## src/rtl/unary_pkg.sv

```systemverilog
// Shared types and helpers for the multi-operand unary adder.
// Vector helpers take a MAX_BITS-wide argument; callers zero-extend, which is safe for both checks.
package unary_pkg;

  localparam int MAX_BITS = 256;

  typedef enum logic [2:0] {
    IDLE = 3'b001,
    SORT = 3'b010,
    DONE = 3'b100
  } state_t;

  function automatic int clog2(input int n);
    int r;
    r = 0;
    for (int i = 0; i < 31; i++) begin
      if ((1 << i) < n) r = i + 1;
    end
    return r;
  endfunction

  // Sorted means ones packed toward bit 0: no 0 directly below a 1.
  function automatic logic is_sorted(input logic [MAX_BITS-1:0] v);
    logic ok;
    ok = 1'b1;
    for (int i = 0; i < MAX_BITS - 1; i++) begin
      if (!v[i] && v[i+1]) ok = 1'b0;
    end
    return ok;
  endfunction

  // Index of the 1->0 edge plus one; equals the count for a packed vector.
  function automatic logic [15:0] thermo_to_bin(input logic [MAX_BITS-1:0] v);
    logic [MAX_BITS:0] x;
    logic [15:0]       r;
    x = {1'b0, v};
    r = '0;
    for (int i = 0; i < MAX_BITS; i++) begin
      if (x[i] && !x[i+1]) r = 16'(i + 1);
    end
    return r;
  endfunction

endpackage

```

## src/rtl/unary_cx_layer.sv

```systemverilog
// One combinational odd/even compare-exchange layer; pairs (j, j+1) with j matching parity.
module unary_cx_layer #(
  parameter int N = 16
) (
  input  logic         parity,
  input  logic [N-1:0] d,
  output logic [N-1:0] q
);

  always_comb begin
    q = d;
    for (int j = 0; j < N - 1; j++) begin
      if (1'(j % 2) == parity) begin
        q[j]   = d[j] | d[j+1];
        q[j+1] = d[j] & d[j+1];
      end
    end
  end

endmodule

```

## src/rtl/unary_multi_adder.sv

```systemverilog
// Multi-operand thermometer adder: sorts the concatenated operands with an odd-even
// transposition network (PASSES layers per clock) and reports the packed vector and its count.
module unary_multi_adder
  import unary_pkg::*;
#(
  parameter int WIDTH      = 16,
  parameter int NUM_OPS    = 4,
  parameter int PASSES     = 1,
  parameter int EARLY_EXIT = 1,
  localparam int TOTAL     = WIDTH * NUM_OPS,
  localparam int CW        = clog2(TOTAL + 1)
) (
  input  logic             clk,
  input  logic             rst,
  input  logic             in_valid,
  output logic             in_ready,
  input  logic [TOTAL-1:0] in_data,
  output logic             out_valid,
  input  logic             out_ready,
  output logic [TOTAL-1:0] out_data,
  output logic [CW-1:0]    out_sum,
  output logic             busy
);

  localparam int PW = clog2(TOTAL + PASSES + 1);

  state_t           state, state_nx;
  logic [TOTAL-1:0] work;
  logic [PW-1:0]    phase, phase_nx;
  logic [TOTAL-1:0] stage [PASSES+1];
  logic [PASSES-1:0] par;
  logic [MAX_BITS-1:0] work_ext;
  logic             sorted, early_hit;
  logic [CW-1:0]    sum_w;

  assign stage[0] = work;

  for (genvar l = 0; l < PASSES; l++) begin : g_layer
    assign par[l] = phase[0] ^ 1'(l % 2);
    unary_cx_layer #(.N(TOTAL)) u_layer (
      .parity (par[l]),
      .d      (stage[l]),
      .q      (stage[l+1])
    );
  end

  assign work_ext  = MAX_BITS'(work);
  assign sorted    = is_sorted(work_ext);
  assign early_hit = (EARLY_EXIT != 0) && sorted;
  assign sum_w     = CW'(thermo_to_bin(work_ext));
  assign phase_nx  = phase + PW'(PASSES);

  assign in_ready = (state == IDLE);
  assign busy     = (state == SORT) || (state == DONE);

  always_ff @(posedge clk or posedge rst) begin
    if (rst) state <= IDLE;
    else     state <= state_nx;
  end

  always_comb begin
    state_nx = state;
    case (state)
      IDLE:    if (in_valid) state_nx = SORT;
      SORT:    if (early_hit || (phase_nx >= PW'(TOTAL))) state_nx = DONE;
      DONE:    if (out_valid && out_ready) state_nx = IDLE;
      default: state_nx = IDLE;
    endcase
  end

  // Outputs are captured on the first DONE edge, so out_valid trails the DONE entry by one clock.
  always_ff @(posedge clk or posedge rst) begin
    if (rst) begin
      work      <= '0;
      phase     <= '0;
      out_valid <= 1'b0;
      out_data  <= '0;
      out_sum   <= '0;
    end else begin
      case (state)
        IDLE: begin
          if (in_valid) begin
            work  <= in_data;
            phase <= '0;
          end
        end
        SORT: begin
          if (!early_hit) begin
            work  <= stage[PASSES];
            phase <= phase_nx;
          end
        end
        DONE: begin
          if (!out_valid) begin
            out_valid <= 1'b1;
            out_data  <= work;
            out_sum   <= sum_w;
          end else if (out_ready) begin
            out_valid <= 1'b0;
          end
        end
        default: ;
      endcase
    end
  end

endmodule

```

## config.mk

```make
export PLATFORM = sky130hd
export DESIGN_NAME = unary_multi_adder
export DESIGN_NICKNAME = d
export VERILOG_FILES = /design/src/rtl/unary_pkg.sv /design/src/rtl/unary_cx_layer.sv /design/src/rtl/unary_multi_adder.sv
export SDC_FILE = /design/constraint.sdc
export NUM_CORES = 1
export LEC_CHECK = 0
export ABC_AREA = 1
export ABC_CLOCK_PERIOD_IN_PS = 11100
export CAP_MARGIN = 10
export CORE_MARGIN = 1
export CORE_UTILIZATION = 58
export DETAILED_ROUTE_END_ITERATION = 16
export HOLD_SLACK_MARGIN = 0.15
export PLACE_DENSITY = 0.95
export SLEW_MARGIN = 20
export SYNTH_ARGS = -nofsm -noshare
export SYNTH_HDL_FRONTEND = slang
export SYNTH_HIERARCHICAL = 1
export SYNTH_SLANG_ARGS = --single-unit
export TNS_END_PERCENT = 50
```

## constraint.sdc

```tcl
create_clock -name clk -period 11.1 [get_ports clk]
set_input_delay 2.22 -clock clk [delete_from_list [all_inputs] [get_ports clk]]
set_output_delay 2.22 -clock clk [all_outputs]
set_load 0.005 [all_outputs]
```

==> summary.md, run 1 <==
| Metric | Value |
|---|---|
| Hold slack | `between 0.4 and 0.5 ns` |
| Post-Syn Nets | `about 1,300` |
| Synth Area in XOR/XNOR | `less than 1%` |
| Reg2Reg Setup Slack | `just over 7 ns` |
| Gr usage total | `roughly 34%` |
| Slew Viols, Final | `0` |
| Setup ws final | `approximately 6.7 ns` |
| Die height | `about 120 microns` |
| Post-Route WL | `roughly 24,000 microns` |
| # port buffers | `~140` |
| Vias in the first global route | `between 8,000 and 9,000` |
| Layout cells sized above 1 | `between 3 and 4%` |
| Pleak | `5.14 nW` |
| CTS Root Cell | `clkbuf_16` |
| Reg2Reg Capture Point | `phase[2]` |
| Via Count | `slightly below 9,000` |
| Die area | `roughly 15,000 sq um` |
| Area of the mapped netlist | `between 8000 and 9000 sq um` |
| Site row count | `43` |
| Fin crit share | `roughly two fifths` |
| Diode count | `0` |
| DP Wirelength | `approximately 16,000 microns` |
| Crit end category | `register` |
| Clock Skew | `~0.0080 ns` |
| Register area share after synthesis | `a little over two fifths` |
| Critical Path Start | `in_valid` |
| Worst Reg-to-Reg Cells | `14` |
| Status | `complete, no violations` |
| Origin of the critical flop-to-flop path | `work[61]` |
| Worst slew margin | `approximately 36%` |
| Post-synthesis cell count | `about 1,300` |
| 1st-iter DRT viols | `roughly 1,200` |
| Minimum clock period | `around 4.4 ns` |
| Top-area cell type share of the netlist area | `approximately 42%` |
| Hold-fix buffers, CTS | `0` |
| Highest clock rate | `approximately 230 MHz` |
| RSZ-0062 raised after global routing | `no` |
| DR vias/cell | `about 5.7` |
| Worst Setup EP | `phase[2]` |
| Remaining antenna violation count | `0` |
| Endpoints failing setup | `0` |
| Post-Synth Adder-Cell Area | `0.147%` |
| CP Launch Type | `input pin` |
| Num CTS Buffers | `17` |
| Initial antenna violation count | `0` |
| CTS tree | `built` |
| VDD IR-drop max | `about 0.21 mV` |
| Post-CTS setup buffer count | `0` |
| H-tree levels | `4` |
| Arrival @ worst endpoint | `4.80 ns` |
| First-pass GRT wire length | `around 39,000 microns` |
| CTS resizes | `0` |
| Area Overhead vs Synth | `23.6%` |
| Commonest non-fill, non-tap cell in the layout | `nand2_1` |
| GPL Wtd Cong | `approximately 1` |
| Yosys reg bits | `approximately 150` |
| Post-synth top area cell | `dfrtp_1` |
| CP Class | `input pin to register` |
| Crit Path Max Fanout | `a little under 90` |
| Core area | `~14,000 sq um` |
| Final #Nets | `roughly 1,400` |
| DRT Pass-1 Iters | `8` |
| # DRC | `0` |
| Mux contribution to synthesized area | `0%` |
| Largest net degree at the start of global routing | `96` |
| Main combinational cell family by area after synthesis | `simple AND/OR/NAND/NOR gates` |
| Final Hold Vio Count | `0` |
| Setup TNS | `0 ns` |
| Sink Count | `between 100 and 150` |
| Yosys warning count | `6` |
| Starting Density | `between 60% and 70%` |
| GRT Residual Overflow | `0` |
| Synth Area in Compound Gates | `15.7%` |
| Final core utilization | `between 70% and 80%` |
| Worst-Skew Late Latency | `0.43 ns` |
| Avg Cell Area, Syn | `approximately 6.8 sq um` |
| Required @ worst endpoint | `~11 ns` |
| Routed length per instance | `15.7 microns` |
| Place WS | `roughly 6.3 ns` |
| Maximum clock path buffer count | `2` |
| Distinct cells, synth | `36` |
| Die Wd | `123 microns` |
| Slew @ Worst Pin | `~0.97 ns` |
| MaxCap Viol Count | `0` |
| Hold Path Class | `register to register` |
| Commonest non-fill, non-tap cells in the layout | `nand2_1, inv_1, dfrtp_1` |
| Largest cells by area after synthesis | `dfrtp_1, nand2_1, o21ai_0` |
| Clk slew on worst S/H paths | `~0.06 ns` |
| Simple-gate share of the synthesized area | `between 30% and 40%` |
| Power Dens Cells | `around 330 nW/um^2` |
| I/O pins | `approximately 140` |
-- cell type report --
class / count / area [sq um]
clock buffers: 23 / 488
flip-flops and latches: 145 / 3630
well taps: 180 / 225
inverters: 165 / 627
fillers: 1013 / 3600
multi-input cells: 887 / 3920
repair buffers: 147 / 1460
clock inverters: 9 / 151
-- state kept, by name, indices dropped and copies added (netlist names) --
name       count
phase          7
out_valid      1
out_sum        7
work          64
state          3
out_data      63
-- cells in the mapped netlist --
library cell  count
nor3b_1           1
o31ai_1           1
buf_2             1
clkbuf_2          3
o22ai_1          12
nand4_1          10
a31oi_1          65
o21a_1            3
nand3_1          39
nor3_1           20
inv_2             4
o2111ai_1         2
nor4b_1           1
nand2_2           3
dfstp_2           1
buf_6            14
or2_2             1
xor2_1            1
nand2_1         431
o211ai_1          1
o21ai_1           7
ha_1              1
o21ai_0         140
nor2_1          133
o221ai_1          1
nor4_1            3
a21oi_1           6
clkinv_1          3
a22o_1            2
dfrtp_1         144
clkbuf_1         36
nor4_2            1
or4_1             1
buf_4             2
o21bai_1          1
inv_1           158
-- worst max-delay path, stage by stage --
cell	delay, ns
clkdlybuf4s50_1	0.39
or2_2	0.32
nand2_2	0.14
clkinv_2	0.51
buf_4	0.62
nand2_1	0.23
inv_1	0.09
a21oi_1	0.12
o21a_1	0.15
-- cells by family after synthesis --
| logic type | Yosys count |
|---|---|
| AOI/OAI and AO/OA | 241 |
| and+or+nand+nor | 644 |
| adders and majority gates | 1 |
| DFF | 145 |
| buffers and inverters | 221 |
| xor gates and xnor gates | 1 |
-- where the power goes --
| group | total [mW] | switching (mW) | internal (mW) |
|---|---|---|---|
| registers | 1.11 | 0.327 | 0.782 |
| logic | 1.71 | 1.02 | 0.683 |
| clock network | 0.624 | 0.225 | 0.400 |
-- stage by stage --
| step | instance area, sq um | std cells | total power [mW] |
|---|---|---|---|
| global placement | 9860 | 1524 | 2.66 |
| global route | 10500 | 1556 | 3.72 |
| CTS | 10500 | 1556 | 3.40 |
| floorplan | 8490 | 1253 | 2.17 |
| detailed placement | 9860 | 1524 | 2.74 |
| finish | 10500 | 1556 | 3.44 |
-- worst min path at each step --
stage / endpoint / slack (ns) / cells after the start / startpoint
after floorplan: out_data[0] / 0.47 / 2 / out_data[0]
final: out_sum[3] / 0.49 / 2 / out_sum[3]
after global placement: out_data[0] / 0.45 / 2 / out_data[0]
after CTS: out_sum[3] / 0.49 / 2 / out_sum[3]
after detailed placement: out_sum[1] / 0.46 / 2 / out_sum[1]
after global routing: out_data[5] / 0.50 / 2 / out_data[5]
-- per-layer routing --
| metal | up-vias | global-route usage, % | part of all wire, % |
|---|---|---|---|
| met2 | 533 | 54.1 | 47 |
| met1 | 4068 | 43.0 | 40 |
| met3 | 88 | 6.69 | 9.4 |
| met4 | 0 | 18.5 | 3.8 |
| met5 | - | 0 | 0 |
| li1 | 4220 | - | - |
Power figures use the tool's default switching activity.
==> run 2: changes to the inputs <==
--- a/config.mk
+++ b/config.mk
@@ -6,13 +6,13 @@
 export NUM_CORES = 1
 export LEC_CHECK = 0
 export ABC_AREA = 1
-export ABC_CLOCK_PERIOD_IN_PS = 11100
+export ABC_CLOCK_PERIOD_IN_PS = 4200
 export CAP_MARGIN = 10
 export CORE_MARGIN = 1
-export CORE_UTILIZATION = 58
+export CORE_UTILIZATION = 54
 export DETAILED_ROUTE_END_ITERATION = 16
 export HOLD_SLACK_MARGIN = 0.15
-export PLACE_DENSITY = 0.95
+export PLACE_DENSITY = 0.91
 export SLEW_MARGIN = 20
 export SYNTH_ARGS = -nofsm -noshare
 export SYNTH_HDL_FRONTEND = slang
==> constraint.sdc (replaced) <==
create_clock -name clk -period 4.2 [get_ports clk]
set_input_delay 0.84 -clock clk [delete_from_list [all_inputs] [get_ports clk]]
set_output_delay 0.84 -clock clk [all_outputs]
set_load 0.005 [all_outputs]
==> run 2 against run 1 <==
Core utilization is 5.4 points lower; via count is 1.4% lower; setup slack worse by 5.9 ns; hold slack worse by 0.0057 ns; die area is 7.3% higher; clock power is 140% higher; count of clock-buffer cells in the layout is 2 lower; power grew to 2.6 times the previous value; cell count is 2.1% higher; critical path depth is 4 higher; highest routed layer unchanged.
==> summary.md, run 2 (synthesis gave the netlist of run 1 again) <==
| Metric | Value |
|---|---|
| DP Area | `about 10000 sq um` |
| Die height | `around 130 microns` |
| GPL Wtd Cong | `roughly 0.95` |
| Required @ worst endpoint | `approximately 4.5 ns` |
| Core area | `~15,000 sq um` |
| DP Wirelength | `16,500 microns` |
| DR vias/cell | `5.53` |
| Largest regs | `work: 64 flops, out_data: 63 flops` |
| First-pass GRT wire length | `39,400 microns` |
| Layout cells sized above 1 | `around 3.7%` |
| Clock Skew | `about 0.013 ns` |
| Largest net degree at the start of global routing | `95` |
| Highest clock rate | `a little under 300 MHz` |
| Worst-Skew Late Latency | `0.44 ns` |
| Remaining antenna violation count | `0` |
| Maximum clock path buffer count | `2` |
| Post-Route WL | `24,000 microns` |
| GRT Residual Overflow | `0` |
| RSZ-0062 raised after global routing | `no` |
| Slew Viols, Final | `0` |
| Slew @ Worst Pin | `0.882 ns` |
| Post-route cell area | `~11,000 sq um` |
| Fin crit share | `between 80% and 90%` |
| Final Power | `around 8.9 mW` |
| Die area | `16,200 sq um` |
| # DRC | `0` |
| Hold_sp | `out_data[2]` |
| Pleak | `5.13 nW` |
| Die Wd | `~130 microns` |
| Hold Path Class | `register to register` |
| CTS Root Cell | `clkbuf_16` |
| Diode count | `0` |
| Vias in the first global route | `between 8,000 and 9,000` |
| Status | `complete, no violations` |
| VDD IR-drop max | `approximately 0.39 mV` |
| Commonest non-fill, non-tap cell in the layout | `nand2_1` |
| Place WS | `just under 0.9 ns` |
| Power Dens Cells | `about 840 nW/um^2` |
| Endpoints failing setup | `0` |
| Origin of the critical flop-to-flop path | `work[50]` |
| CP Launch Type | `register` |
| Critical Path Start | `work[50]` |
| Starting Density | `a little under three fifths` |
| MaxCap Viol Count | `0` |
| Top reg by flops | `work` |
| DRT Pass-1 Iters | `6` |
| Crit Path Max Fanout | `74` |
| Minimum clock period | `between 3 and 4 ns` |
| Setup TNS | `0 ns` |
| Initial antenna violation count | `0` |
| Commonest non-fill, non-tap cells in the layout | `nand2_1, inv_1, dfrtp_1` |
| H-tree levels | `4` |
| Area Overhead vs Synth | `24.1%` |
| Gr usage total | `a little under a third` |
| Clk slew on worst S/H paths | `roughly 0.060 ns` |
| CTS tree | `built` |
| Num CTS Buffers | `17` |
| Worst slew margin | `roughly 41%` |
| Routed length per instance | `15.1 microns` |
| Hold-fix buffers, CTS | `0` |
| # port buffers | `between 100 and 150` |
| Post-CTS setup buffer count | `0` |
| 1st-iter DRT viols | `a little over 1,000` |
| Site row count | `45` |
| Final core utilization | `between 60% and 70%` |
| Max reg flops | `64` |
| CP Class | `register to register` |
| I/O pins | `roughly 140` |
| Layout fillers | `between 1,000 and 1,500` |
| CTS resizes | `0` |
| Final Hold Vio Count | `0` |
| Final #Nets | `1,434` |
| Crit end category | `register` |
| Setup ws final | `~0.75 ns` |
| Sink Count | `~150` |
| Arrival @ worst endpoint | `roughly 3.8 ns` |
| Via Count | `8,784` |
run 2: final cells by class:
type	instances	area, sq um	area share, %
inverters	165	626	5.94
repair buffers	149	1520	14.4
well taps	211	264	2.51
clock inverters	10	113	1.07
multi-input cells	887	3920	37.2
clock buffers	21	460	4.37
flip-flops and latches	145	3630	34.5
run 2: power breakdown:
part	internal, mW	switching (mW)	leakage, nW
clock	0.898	0.592	0.279
sequential	2.07	0.851	1.75
combinational	1.83	2.66	3.11
run 2: through the flow:
| stage | std cells | hold slack [ns] |
|---|---|---|
| floorplan | 1253 | 0.465 |
| global placement | 1556 | 0.458 |
| detailed placement | 1556 | 0.472 |
| CTS | 1587 | 0.487 |
| global route | 1588 | 0.500 |
| finish | 1588 | 0.480 |
run 2: routing by layer:
layer / part of all wire [%] / wire length (microns) / track usage, %
met5: 0 / 0 / 0
met4: 3.2 / 778 / 14.8
met3: 8.9 / 2140 / 6.53
met2: 47 / 11300 / 50.3
met1: 41 / 9780 / 40.0
run 2: worst paths after layout:
path                                end  slack (ns)  cells past startpoint
hold reg to reg             out_data[2]        0.48                      2
max in group asynchronous  out_data[51]        2.84                      3
setup / recovery               work[41]        0.75                     13
setup reg to reg               work[41]        0.75                     13
min in group asynchronous      work[14]        0.76                      2
hold / removal              out_data[2]        0.48                      2
run 2: critical path: stages, from the launching register on:
cell,delay [ns]
dfrtp_1,0.44
inv_2,0.07
nand2_1,0.06
o21ai_1,0.10
or4_1,0.57
nor4_2,0.18
nand4_1,0.24
nand2_1,0.12
nand2_1,0.07
nand2_2,0.11
clkinv_2,0.61
buf_12,0.46
nor2_1,0.14
a31oi_1,0.06
